==> src/rtl/serial_sub_ctrl.sv <==
// -----------------------------------------------------------------------------
// serial_sub_ctrl
// Bit-serial subtraction controller. A single full-subtractor cell is reused
// across the WIDTH bits of an operand pair, LSB first, with the running borrow
// held in a flop. One operation takes WIDTH cycles in RUN plus one DONE cycle.
// Back-to-back operation is possible by accepting start in the DONE cycle.
//
// Optional feature macro: SERIAL_SUB_OVF_EN
//   Defined   -> ovf port present (signed overflow of a - b).
//   Undefined -> ovf port and its logic are absent.
//
// Parameters:
//   WIDTH   operand/result width, 2..32
// Ports:
//   clk     clock, rising edge
//   rst     synchronous active-high reset, priority over start
//   start   request, accepted only in IDLE or DONE
//   a, b    minuend / subtrahend, sampled on the accepted start edge
//   bin     borrow-in, sampled on the accepted start edge
//   busy    high while an operation is in RUN
//   done    one-cycle completion strobe
//   diff    registered difference, held between operations
//   borrow  registered final borrow-out, held between operations
//   ovf     registered signed overflow (SERIAL_SUB_OVF_EN only)
// -----------------------------------------------------------------------------
module serial_sub_ctrl #(
  parameter int WIDTH = 8
) (
  input  logic             clk,
  input  logic             rst,
  input  logic             start,
  input  logic [WIDTH-1:0] a,
  input  logic [WIDTH-1:0] b,
  input  logic             bin,
  output logic             busy,
  output logic             done,
  output logic [WIDTH-1:0] diff,
  output logic             borrow
`ifdef SERIAL_SUB_OVF_EN
  ,
  output logic             ovf
`endif
);

  localparam int              CNT_W    = (WIDTH > 1) ? $clog2(WIDTH) : 1;
  localparam logic [CNT_W-1:0] CNT_LAST = CNT_W'(WIDTH - 1);

  typedef enum logic [1:0] {
    S_IDLE = 2'd0,
    S_RUN  = 2'd1,
    S_DONE = 2'd2
  } state_e;

  // Full-subtractor cell: difference bit
  function automatic logic fs_diff(input logic x, input logic y, input logic bi);
    return x ^ y ^ bi;
  endfunction

  // Full-subtractor cell: borrow-out
  function automatic logic fs_borrow(input logic x, input logic y, input logic bi);
    return (~x & y) | (~(x ^ y) & bi);
  endfunction

  state_e           state_q,  state_d;
  logic [WIDTH-1:0] sa_q,     sa_d;
  logic [WIDTH-1:0] sb_q,     sb_d;
  logic [WIDTH-1:0] sr_q,     sr_d;
  logic             br_q,     br_d;
  logic [CNT_W-1:0] cnt_q,    cnt_d;
  logic [WIDTH-1:0] diff_q,   diff_d;
  logic             borrow_q, borrow_d;
  logic             busy_q,   busy_d;
  logic             done_q,   done_d;
  logic             bit_d_s;
  logic             bit_bo_s;
`ifdef SERIAL_SUB_OVF_EN
  // Operand sign bits are shifted out of sa/sb, so they are kept separately.
  logic             a_msb_q,  a_msb_d;
  logic             b_msb_q,  b_msb_d;
  logic             ovf_q,    ovf_d;
`endif

  // Shared subtractor cell operating on the current LSBs
  always_comb begin
    bit_d_s  = fs_diff(sa_q[0], sb_q[0], br_q);
    bit_bo_s = fs_borrow(sa_q[0], sb_q[0], br_q);
  end

  // Next-state and datapath control
  always_comb begin
    state_d  = state_q;
    sa_d     = sa_q;
    sb_d     = sb_q;
    sr_d     = sr_q;
    br_d     = br_q;
    cnt_d    = cnt_q;
    diff_d   = diff_q;
    borrow_d = borrow_q;
`ifdef SERIAL_SUB_OVF_EN
    a_msb_d  = a_msb_q;
    b_msb_d  = b_msb_q;
    ovf_d    = ovf_q;
`endif

    case (state_q)
      S_IDLE, S_DONE: begin
        if (start) begin
          sa_d    = a;
          sb_d    = b;
          br_d    = bin;
          cnt_d   = '0;
`ifdef SERIAL_SUB_OVF_EN
          a_msb_d = a[WIDTH-1];
          b_msb_d = b[WIDTH-1];
`endif
          state_d = S_RUN;
        end else begin
          state_d = S_IDLE;
        end
      end
      S_RUN: begin
        sa_d = {1'b0, sa_q[WIDTH-1:1]};
        sb_d = {1'b0, sb_q[WIDTH-1:1]};
        sr_d = {bit_d_s, sr_q[WIDTH-1:1]};
        br_d = bit_bo_s;
        if (cnt_q == CNT_LAST) begin
          // Last bit: publish the result straight from the cell output so it
          // is valid in the DONE cycle.
          diff_d   = {bit_d_s, sr_q[WIDTH-1:1]};
          borrow_d = bit_bo_s;
`ifdef SERIAL_SUB_OVF_EN
          ovf_d    = (a_msb_q ^ b_msb_q) & (a_msb_q ^ bit_d_s);
`endif
          state_d  = S_DONE;
        end else begin
          cnt_d = cnt_q + CNT_W'(1);
        end
      end
      default: begin
        state_d = S_IDLE;
      end
    endcase

    // Status flags are registered from the next state.
    busy_d = (state_d == S_RUN);
    done_d = (state_d == S_DONE);
  end

  // State and datapath registers
  always_ff @(posedge clk) begin
    if (rst) begin
      state_q  <= S_IDLE;
      sa_q     <= '0;
      sb_q     <= '0;
      sr_q     <= '0;
      br_q     <= 1'b0;
      cnt_q    <= '0;
      diff_q   <= '0;
      borrow_q <= 1'b0;
      busy_q   <= 1'b0;
      done_q   <= 1'b0;
`ifdef SERIAL_SUB_OVF_EN
      a_msb_q  <= 1'b0;
      b_msb_q  <= 1'b0;
      ovf_q    <= 1'b0;
`endif
    end else begin
      state_q  <= state_d;
      sa_q     <= sa_d;
      sb_q     <= sb_d;
      sr_q     <= sr_d;
      br_q     <= br_d;
      cnt_q    <= cnt_d;
      diff_q   <= diff_d;
      borrow_q <= borrow_d;
      busy_q   <= busy_d;
      done_q   <= done_d;
`ifdef SERIAL_SUB_OVF_EN
      a_msb_q  <= a_msb_d;
      b_msb_q  <= b_msb_d;
      ovf_q    <= ovf_d;
`endif
    end
  end

  assign busy   = busy_q;
  assign done   = done_q;
  assign diff   = diff_q;
  assign borrow = borrow_q;
`ifdef SERIAL_SUB_OVF_EN
  assign ovf    = ovf_q;
`endif

endmodule

==> config.mk <==
export PLATFORM = sky130hd
export DESIGN_NAME = serial_sub_ctrl
export DESIGN_NICKNAME = d
export VERILOG_FILES = /design/src/rtl/serial_sub_ctrl.sv
export SDC_FILE = /design/constraint.sdc
export NUM_CORES = 1
export LEC_CHECK = 0
export ABC_AREA = 1
export CAP_MARGIN = 25
export CORE_MARGIN = 2
export CORE_UTILIZATION = 51
export DETAILED_ROUTE_END_ITERATION = 16
export HOLD_SLACK_MARGIN = 0.12
export PLACE_DENSITY_LB_ADDON = 0.05
export SLEW_MARGIN = 20
export SYNTH_ARGS = -nofsm -noshare
export SYNTH_HDL_FRONTEND = slang
export SYNTH_SLANG_ARGS = --single-unit
==> constraint.sdc <==
create_clock -name clk -period 1.5 [get_ports clk]
set_input_delay 0.225 -clock clk [delete_from_list [all_inputs] [get_ports clk]]
set_output_delay 0.225 -clock clk [all_outputs]
set_load 0.02 [all_outputs]
# Word-level counts from Yosys, hierarchy flattened
# Cells that the tools add are included.
[word_totals]
regBits = 41
out_inout_bits = 11
word_cells = 43
[classes]
n_addsub = 1
n_eq_ne = 7
n_mux = 12
bitwise_logic = 7
n_reduce_logical = 6
[ops]
columns = ["op", "n"]
rows = [
  ["8-bit one-hot mux with 2 select lines", 2],
  ["8-bit two-way mux", 2],
  ["3-bit two-way mux", 2],
  ["3-bit one-hot mux with 2 select lines", 1],
  ["2-bit by 1-bit equality test with 1-bit output, second input constant", 2],
  ["2-bit equality test, second input constant", 2],
  ["2-bit inequality test, second input constant", 2],
  ["2-bit one-hot mux with 2 select lines", 1],
  ["2-bit AND reduction", 2],
  ["3-bit by 1-bit adder with 3-bit output, second input constant", 1],
  ["3-bit equality test, second input constant", 1],
  ["3-bit AND reduction", 1],
  ["1-bit bitwise AND", 2],
  ["2-bit zero test", 1],
  ["1-bit two-way mux", 2],
  ["2-bit two-way mux", 1],
  ["1-bit inverter", 2],
  ["1-bit one-hot mux with 2 select lines", 1],
  ["2-bit nonzero test", 1],
  ["2-bit OR reduction", 1],
  ["1-bit bitwise XOR", 2],
  ["1-bit bitwise OR", 1],
]

# Logic depth before layout (Yosys ltp)
[logic_depth]
word_depth = 5
depth_mapped = 7

# Least setup slack after synthesis
# OpenSTA, ideal clock, no wires.
[synth_timing]
path_type = "register to register"
from = "register cnt_q[0]"
to = "register cnt_q[0]"
arrival_time_ns = 1.139
required_ns = 1.386
slack_ns = 0.248
stages_incl_launch_ff = 7
n_path_buf = 0
period_less_slack_ns = 1.252
cell_sequence = "dfxtp_1 > ha_1 > ha_1 > inv_2 > nand3_1 > a21oi_1 > nor2_1"
[synth_via]
elab_chain_cells = 3
word_cells_on_any_way = 6
cone_classes = "add/sub (1); eq/ne (2); mux (2); reduce/logical (1)"
[synth_rtl]
columns = ["element", "line_no", "text"]
rows = [
  ["start: declaration", "69", "logic [CNT_W-1:0] cnt_q, cnt_d;"],
  ["start signal: assignment", "173", "cnt_q <= cnt_d;"],
  ["3-bit by 1-bit adder with 3-bit output or 3-bit equality test (tied branches)", "136, 126", ""],
  ["3-bit two-way mux or 2-bit inequality test (tied branches)", "-", ""],
  ["3-bit one-hot mux with 2 select lines or 3-bit AND reduction (tied branches)", "-", ""],
]
# Several ways; a longest one is shown, not always the timed one. The select of a mux whose other input is x is not followed.
# A chain may end at the register's enable or synchronous reset.

# Worst setup path after layout
[layout_timing]
from = "register cnt_q[0]"
to = "register diff_q[4], in the netlist diff[4]"
[layout_via]
elab_chain_cells = 2
[layout_rtl]
columns = ["element", "line_no", "text"]
rows = [
  ["3-bit equality test", "126", "if (cnt_q == CNT_LAST) begin"],
  ["2-bit AND reduction (no source line)", "-", ""],
  ["end signal: assignment", "174", "diff_q <= diff_d;"],
  ["end: declaration", "70", "logic [WIDTH-1:0] diff_q, diff_d;"],
]
# Every way passes these cells.

==> results.py <==
metrics = {
    "outcome": {
        "status": "finished, final reports clean",
    },
    "drt": {
        "drt_iter0_markers": 99,
        "drtAntennaViolNets": 0,
        "dr.pass1.iters": 4,
        "via_per_inst": 4.72,
        "routed_wl_mm": 3.12,
        "via_count": 1436,
        "drc": 0,
        "routedWlPerCell_um": 10.3,
    },
    "floorplanning": {
        "num_rows": 21,
        "die-area_um2": 3840,
        "initial_core_util_pct": 52.1,
        "dieHeight_um": 61.9,
        "core_um2": 3280,
        "die-width_um": 61.9,
        "pin_count": 31,
    },
    "sta": {
        "max_slew_margin_pct": 81.0,
        "setup_viol": 0,
        "finClkSkew_ps": 6.52,
        "worst_slew_pin_slew_ps": 285,
        "fmax_mhz": 742,
        "finalHoldWorstSlack_ps": 421,
        "fin_crit_ps": 1350,
        "tns_ps": 0,
        "finalCritPeriodShare_pct": 89.9,
        "rsz0062_at_grt": "no",
        "final_hold_viol_count": 0,
        "maxSlewViolCount": 0,
        "layout_setup_ws_ps": 152,
    },
    "clock_network": {
        "htreeDepth": 2,
        "cts_root_buffer": "clkbuf_4",
        "clock_path_buffers": 2,
        "clk_pin_slew_worst_paths_ps": 110,
        "clock_latency_ps": 340,
        "clock-sinks": 40,
        "post_cts_buffers": 0,
        "cts_buffers": 5,
        "cts_tree": "built",
    },
    "finish": {
        "nNetsFinal": 280,
        "n_fill_cell": 318,
        "area_growth_pct": 21.9,
        "antenna_cells": 0,
        "regArea_um2": 801,
        "multi_input_area_um2": 716,
        "design_area_um2": 2090,
        "drive_above_1_share_pct": 6.98,
    },
    "worst_setup_path": {
        "critPathLaunchType": "flip-flop",
        "end_kind": "flip-flop",
        "cp.arrival_ps": 1620,
        "critPathMaxFanout": 8,
        "worstSetupPathType": "reg2reg",
        "cp.required_ps": 1780,
    },
    "synth": {
        "synth_top_family_by_area": "simple AND/OR/NAND/NOR gates",
        "synth_top_area_share_pct": 46.8,
        "synth_edf_count": 0,
        "yosysMostFrequentCell": "dfxtp_1",
        "yosys.area_share.simple_pct": 31.6,
        "synth_cell_types": 21,
        "synth_mux_area_share_pct": 0,
        "synth_async_sr_flop_share_pct": 0,
        "synth_seq_cells": 40,
        "synth-warning-count": 0,
        "synth_xor_area_share_pct": 0,
        "synth_compound_area_share_pct": 7.31,
        "yosys.area.top_type": "dfxtp_1",
        "syn_area_um2": 1710,
        "synthCells": 228,
        "synth_commonest_cells": "dfxtp_1 (40), nor2_1 (37), nand3_1 (36)",
        "ys_seq_area_share_pct": 46.8,
        "synthAdderAreaFrac_pct": 2.63,
        "syn_avg_cell_area_um2": 7.51,
        "synth_fp_nets": 251,
        "synth_flop_cell": "dfxtp_1",
        "synth.area.top_cells": "dfxtp_1 (47%), nand3_1 (11%), nor2_1 (8.1%)",
    },
    "placed_design": {
        "portBuffers": 30,
        "globalplace.congestion": 0.783,
        "place_hpwl_mm": 2.03,
        "pre_cts_ws_ps": 10.8,
        "placed_area_um2": 2040,
    },
    "power_and_ir_drop": {
        "vdd_drop_max_v": 0.000660,
        "power_density_nw_per_um2": 996,
        "p_leak_nw": 0.967,
    },
    "global_routing": {
        "grt_use_total_pct": 17.3,
        "overflow": 0,
        "antenna_found_initial": 0,
        "grt_pass1_wl_mm": 4.86,
        "grt_pass1_vias": 1103,
        "grt_max_degree": 39,
    },
    "min_path": {
        "hp-class": "in2reg",
    },
    "job": {
        "max-cap-violations": 0,
    },
}
## layer usage
metal	wire [µm]	track usage (%)
met3	158	5.59
met2	1250	23.3
met4	49	6.38
met5	0	0
met1	1660	25.6
## through the flow
stage | util (%) | total power, mW | instances
2_1_floorplan | - | 1.44 | 228
3_3_place_gp | 62.0 | 1.54 | 296
3_5_place_dp | 62.0 | 1.54 | 296
4_1_cts | 63.4 | 2.10 | 304
5_1_grt | 63.5 | 2.21 | 304
6_report | 63.5 | 2.08 | 304
## placed cells by master, fill, tap and decap left out, types with 2 or more instances in the layout
cell / netlist / final
nand3b_1: 2 / 2
dlygate4sd2_1: 0 / 11
clkdlybuf4s50_1: 0 / 19
buf_4: 2 / 3
nand2_1: 24 / 24
inv_2: 2 / 2
clkbuf_4: 0 / 5
dfxtp_1: 40 / 40
ha_1: 2 / 2
nor3_1: 15 / 15
inv_1: 26 / 26
nor2_1: 37 / 37
nand3_1: 36 / 35
a21oi_1: 10 / 10
clkbuf_1: 0 / 2
buf_12: 0 / 2
o21ai_0: 15 / 14
## flip-flops by register name, summed over array words and instances (netlist names)
register	cells
borrow	1
br_q	1
busy	1
cnt_q	3
diff	8
done	1
sa_q	8
sb_q	8
sr_q	7
state_q	2
## worst max-delay path, cell delays in order (launching register included)
cell	delay [ps]
dfxtp_1	350
ha_1	150
ha_1	220
inv_2	90
nor2_4	160
nand2_1	140
o21ai_0	160
## area by class of cell
| class | count | area share, % |
|---|---|---|
| Tap cell | 46 | 2.76 |
| Sequential cell | 40 | 38.4 |
| Inverter | 28 | 5.04 |
| Clock buffer | 8 | 2.82 |
| Timing Repair Buffer | 35 | 16.7 |
| Multi-Input combinational cell | 147 | 34.3 |
## power breakdown
part	internal, mW	switching, mW
clock	0.232	0.330
combinational	0.158	0.193
sequential	1.13	0.0305
total	1.52	0.554
## path summary, 6_finish.rpt
path	startpoint	to	slack, ps	cells after the start
worst max-delay path	cnt_q[0]	diff[4]	150	6
worst min-delay path	b[7]	sb_q[7]	420	3
worst max register to register	cnt_q[0]	diff[4]	150	6
worst min register to register	sr_q[3]	sr_q[3]	480	2
## logic make-up after synthesis
group / Yosys count
compound gates: 25
fa+ha+maj: 3
buf+inv: 41
flops: 40
simple gates: 119
## repair_timing
item / CTS / global route
hold buffers: 0 / 0
cloned: 0 / 0
pin swaps: 0 / 1
endpoints found under the setup margin: 11 / 2
gates resized for setup: 11 / 2
Note: power is estimated with default switching activity, not from simulation.
==> patch 1, RTL diff (config.mk and constraints unchanged) <==
Register the inputs `start` and `bin` before use, without a reset. The logic sees them one clock later. The other inputs are not delayed to match. Comments in the files are not updated.
--- a/src/rtl/serial_sub_ctrl.sv
+++ b/src/rtl/serial_sub_ctrl.sv
@@ -53,2 +53,10 @@
 
+  logic start_q;
+  logic bin_q;
+
+  always_ff @(posedge clk) begin
+    start_q <= start;
+    bin_q   <= bin;
+  end
+
   // Full-subtractor cell: difference bit
@@ -106,6 +114,6 @@
       S_IDLE, S_DONE: begin
-        if (start) begin
+        if (start_q) begin
           sa_d    = a;
           sb_d    = b;
-          br_d    = bin;
+          br_d    = bin_q;
           cnt_d   = '0;
Formal check against the unedited RTL: not equivalent (Yosys sat finds a counterexample within 4 cycles, from zero or initial values and one cycle with rst high).
==> patch 1 against the original RTL <==
Worst hold slack got worse by 110 ps; total power rose by 1.1%; critical endpoint is now cnt_q[0]$_SDFFE_PP0P_; synthesized area is 2.3% higher; wire length rose by 3.8%; largest cell class unchanged; setup slack got worse by 30 ps; largest power group unchanged; highest routed layer unchanged; sequential cell count grew 2; sequential share of layout area increased by 0.91 points; final area rose by 2.6%.
==> patch 1: results (changes against the original RTL) <==
Ranking of synthesized cells by area = dfxtp_1 48%, nand3_1 10%, nor2_1 7.9%, inv_1 5.6%, nand2_1 5.1% (was dfxtp_1 47%, nand3_1 11%, nor2_1 8.1%, inv_1 5.7%, nand2_1 5.3%)
GP Congestion = 0.8378 (was 0.7826)
Leak pwr = 0.9897 nW (was 0.9669 nW)
HP Start = bin (was b[7])
Buffers excl. clock = 36 (was 35)
Nets@finish = 283 (was 280)
Largest stage delay on the critical path = 330 ps (was 350 ps)
Max IR drop VDD = 607.3 uV (was 659.8 uV)
Number of global-route vias before repair = 1,283 (was 1,103)
Outcome = completed (unchanged)
Hold EP = bin_q$_DFF_P_ (was sb_q[7]$_SDFFE_PP0P_)
Avg WL per Cell = 10.58 um (was 10.27 um)
Reg2reg setup slack = 120 ps (was 150 ps)
Net Sw Frac = 26.77% (was 26.65%)
Comb pwr = 0.364 mW (was 0.351 mW)
DR iter-0 viols = 119 (was 99)
Met2 wire length = 1491 um (was 1250 um)
Fraction of area in registers = 39.28% (was 38.37%)
GRT met3 Usage = 7.027% (was 5.590%)
DR vias = 1,478 (was 1,436)
Syn Nets = 253 (was 251)
Maximum fanout along the worst path = 6 (was 8)
Worst Hold Depth = 1 (was 3)
Min Tclk post-route = 1378 ps (was 1348 ps)
Setup Skew = 8.337 ps (was 6.524 ps)
Layout clock buffers = 7 (was 8)
Area of the multi-input gates = 710.7 um^2 (was 715.7 um^2)
Data buffer area share = 17.83% (was 16.73%)
Clock share of power = 24.5% (was 27.0%)
Crit path DAT = 1640 ps (was 1620 ps)
DP HPWL = 2120 um (was 2029 um)
Filler cells = 333 (was 318)
Top cells by count, synth = 42 x dfxtp_1, 37 x nor2_1, 36 x nand3_1 (was 40 x dfxtp_1, 37 x nor2_1, 36 x nand3_1)
patch 1: logic make-up after synthesis:
kind of cell	synth area share (%)
flops	48.00
compound gates	7.143
simple gates	30.86
buf+inv	11.43
fa+ha+maj	2.571
patch 1: through the flow:
| stage | util, % | hold slack [ps] | cells | total power [mW] |
|---|---|---|---|---|
| 2_1_floorplan | - | 252.7 | 230 | 1.497 |
| 3_3_place_gp | 63.72 | 453.6 | 299 | 1.610 |
| 3_5_place_dp | 63.72 | 459.8 | 299 | 1.613 |
| 4_1_cts | 64.66 | 296.2 | 306 | 2.127 |
| 5_1_grt | 64.66 | 297.6 | 306 | 2.231 |
| 6_report | 64.66 | 308.0 | 306 | 2.100 |
patch 1: timing repair:
item,in CTS,in global routing
hold buffers,0,0
endpoints found under the setup margin,11,1
gates resized for setup,11,0
==> patch 2, RTL diff (same flow settings) <==
Without the edit above. The option `SERIAL_SUB_OVF_EN` is turned on by a define.
--- a/src/rtl/serial_sub_ctrl.sv
+++ b/src/rtl/serial_sub_ctrl.sv
@@ -25,2 +25,4 @@
 // -----------------------------------------------------------------------------
+`define SERIAL_SUB_OVF_EN
+
 module serial_sub_ctrl #(
Formal check against the unedited RTL (old outputs only; new: ovf): equivalent (Yosys induction, for registers that start in step).
==> patch 2 against the original RTL <==
Core utilization is 4.0 points higher; critical path type unchanged; synthesized area increased by 7.4%; setup slack better by 34 ps; worst hold slack better by 37 ps; total power is 22% higher; non-clock buffer count grew 4; wire length up 14%; sequential cell count increased by 3; critical endpoint is now ovf$_SDFFE_PP0P_; maximum frequency increased by 2.6%; sequential share of layout area shrank 0.79 points; global-route usage grew 2.6 points; final area increased by 9.8%.
==> patch 2: results (changes against the original RTL) <==
Crit path DAT = 1590 ps (was 1620 ps)
Via/cell ratio = 4.845 (was 4.724)
Met1 usage = 23.63% (was 25.61%)
Rel. slew slack = 84.81% (was 80.95%)
Filler cells = 317 (was 318)
Clock buffer depth = 2 (unchanged)
GRT met2 Usage = 33.33% (was 23.31%)
R2R depth = 7 (was 6)
Worst setup path startpoint = sb_q[0]$_SDFFE_PP0P_ (was cnt_q[0]$_SDFFE_PP0P_)
Largest net degree at the start of global routing = 39 (unchanged)
Clock Latency Late Sink = 360 ps (was 340 ps)
Largest stage delay on the critical path = 550 ps (was 350 ps)
Reg2reg setup slack = 190 ps (was 150 ps)
Outcome = completed (unchanged)
Setup Skew = 9.361 ps (was 6.524 ps)
Top cells by count, synth = 43 x dfxtp_1, 41 x nand2_1, 41 x nand3_1 (was 40 x dfxtp_1, 37 x nor2_1, 36 x nand3_1)
First-pass GRT wire length = 6251 um (was 4857 um)
Maximum fanout along the worst path = 3 (was 8)
Synth Area in Compound Gates = 8.169% (was 7.310%)
Slowest CP cell = fa_1 (was dfxtp_1)
Share of layout cells above drive strength 1 = 6.738% (was 6.977%)
Ranking of synthesized cells by area = dfxtp_1 47%, nand3_1 11%, nand2_1 8.4%, inv_1 6.1%, nor2_1 5.7% (was dfxtp_1 47%, nand3_1 11%, nor2_1 8.1%, inv_1 5.7%, nand2_1 5.3%)
Leak pwr = 1.031 nW (was 0.9669 nW)
Reg clk slew, reported paths = 130 ps (was 110 ps)
Seq/Total Area, Yosys = 46.83% (was 46.78%)
Synth cell types = 19 (was 21)
Aggregate global-route resource usage = 19.87% (was 17.28%)
Port buffer count = 31 (was 30)
Asr flop ratio synth = 0% (unchanged)
R2R Path End = ovf$_SDFFE_PP0P_ (was diff[4]$_SDFFE_PP0P_)
Max IR drop VDD = 612.6 uV (was 659.8 uV)
Most Crowded Layer GR = met2 (was met1)
Number of global-route vias before repair = 1,469 (was 1,103)
Syn Nets = 272 (was 251)
DP HPWL = 2330 um (was 2029 um)
Nets@finish = 304 (was 280)
CTS Root Cell = clkbuf_4 (unchanged)
H-tree depth = 2 (unchanged)
Avg WL per Cell = 10.83 um (was 10.27 um)
GRT met3 Usage = 6.338% (was 5.590%)
GP Congestion = 0.7313 (was 0.7826)
==> patch 2: cell count changes after synthesis, sizes merged <==
cell    before  now
nand2       26   41
clkinv       0    1
clkbuf       1    2
nor2        39   29
nand3b       2    1
a21oi       10   19
or2          0    1
nand3       36   41
inv         28   31
dfxtp       40   43
nor3        15   14
nand4        1    0
o21ai       15   11
==> patch 2: worst min-delay path by stage <==
| stage | from | to | cells past startpoint |
|---|---|---|---|
| 2_1_floorplan | a[0] | sa_q[0]$_SDFFE_PP0P_ | 2 |
| 3_3_place_gp | sr_q[3]$_SDFFE_PP0P_ | sr_q[3]$_SDFFE_PP0P_ | 2 |
| 3_5_place_dp | diff[1]$_SDFFE_PP0P_ | diff[1]$_SDFFE_PP0P_ | 2 |
| 4_1_cts | b[7] | b_msb_q$_SDFFE_PP0N_ | 3 |
| 5_1_grt | a[7] | a_msb_q$_SDFFE_PP0N_ | 3 |
| 6_report | a[7] | a_msb_q$_SDFFE_PP0N_ | 3 |
==> patch 2: area by class of cell <==
class / instances / share of cell area [%]
clock buffer: 5 / 1.638
multi-input combinational: 160 / 32.93
tap: 46 / 2.512
timing repair buffer: 39 / 17.15
inverter: 32 / 5.243
sequential: 43 / 37.58
clock inverter: 3 / 2.949
==> patch 2: worst register-to-register path, delay by kind of cell (launching register included) <==
kind	cells	cell delay, ps
adder cells (fa/ha/maj)	1	550
buffers and inverters	3	150
flip-flops	1	330
AND/OR/NAND/NOR	3	200
==> patch 2: logic make-up (layout without fill, tap and decap cells) <==
kind of cell             after synthesis  after routing
flip-flops                            43             43
adder cells (fa/ha/maj)                3              3
AND/OR/NAND/NOR                      127            127
AO/OA/AOI/OAI                         30             30
buffers and inverters                 46             79
==> patch 2: timing repair <==
item                                    4_1_cts  5_1_grt
endpoints found under the setup margin       12        0
buffers inserted                              0        0
gates resized for setup                      12        0
==> patch 2: routing by layer <==
metal,share of wire (%),vias to the layer above
li1,-,857
met1,50,708
met2,45,22
met3,4.3,2
met4,0.62,0
met5,0,-
==> patch 2: power breakdown <==
| group | switching, mW | internal (mW) | leakage [nW] |
|---|---|---|---|
| sequential | 0.0322 | 1.22 | 0.353 |
| clock | 0.387 | 0.518 | 0.0514 |
| combinational | 0.211 | 0.173 | 0.626 |
==> patch 2: stage by stage <==
step | setup slack [ps] | power, mW | hold slack [ps] | instance area, um^2 | cells
finish | 185.9 | 2.540 | 458.1 | 2291 | 328
global route | 41.86 | 2.677 | 480.9 | 2291 | 328
CTS | 168.2 | 2.562 | 458.8 | 2291 | 328
detailed placement | 128.6 | 1.665 | 454.2 | 2201 | 320
global placement | 117.2 | 1.661 | 446.0 | 2201 | 320
floorplan | 268.4 | 1.548 | 366.0 | 1838 | 249
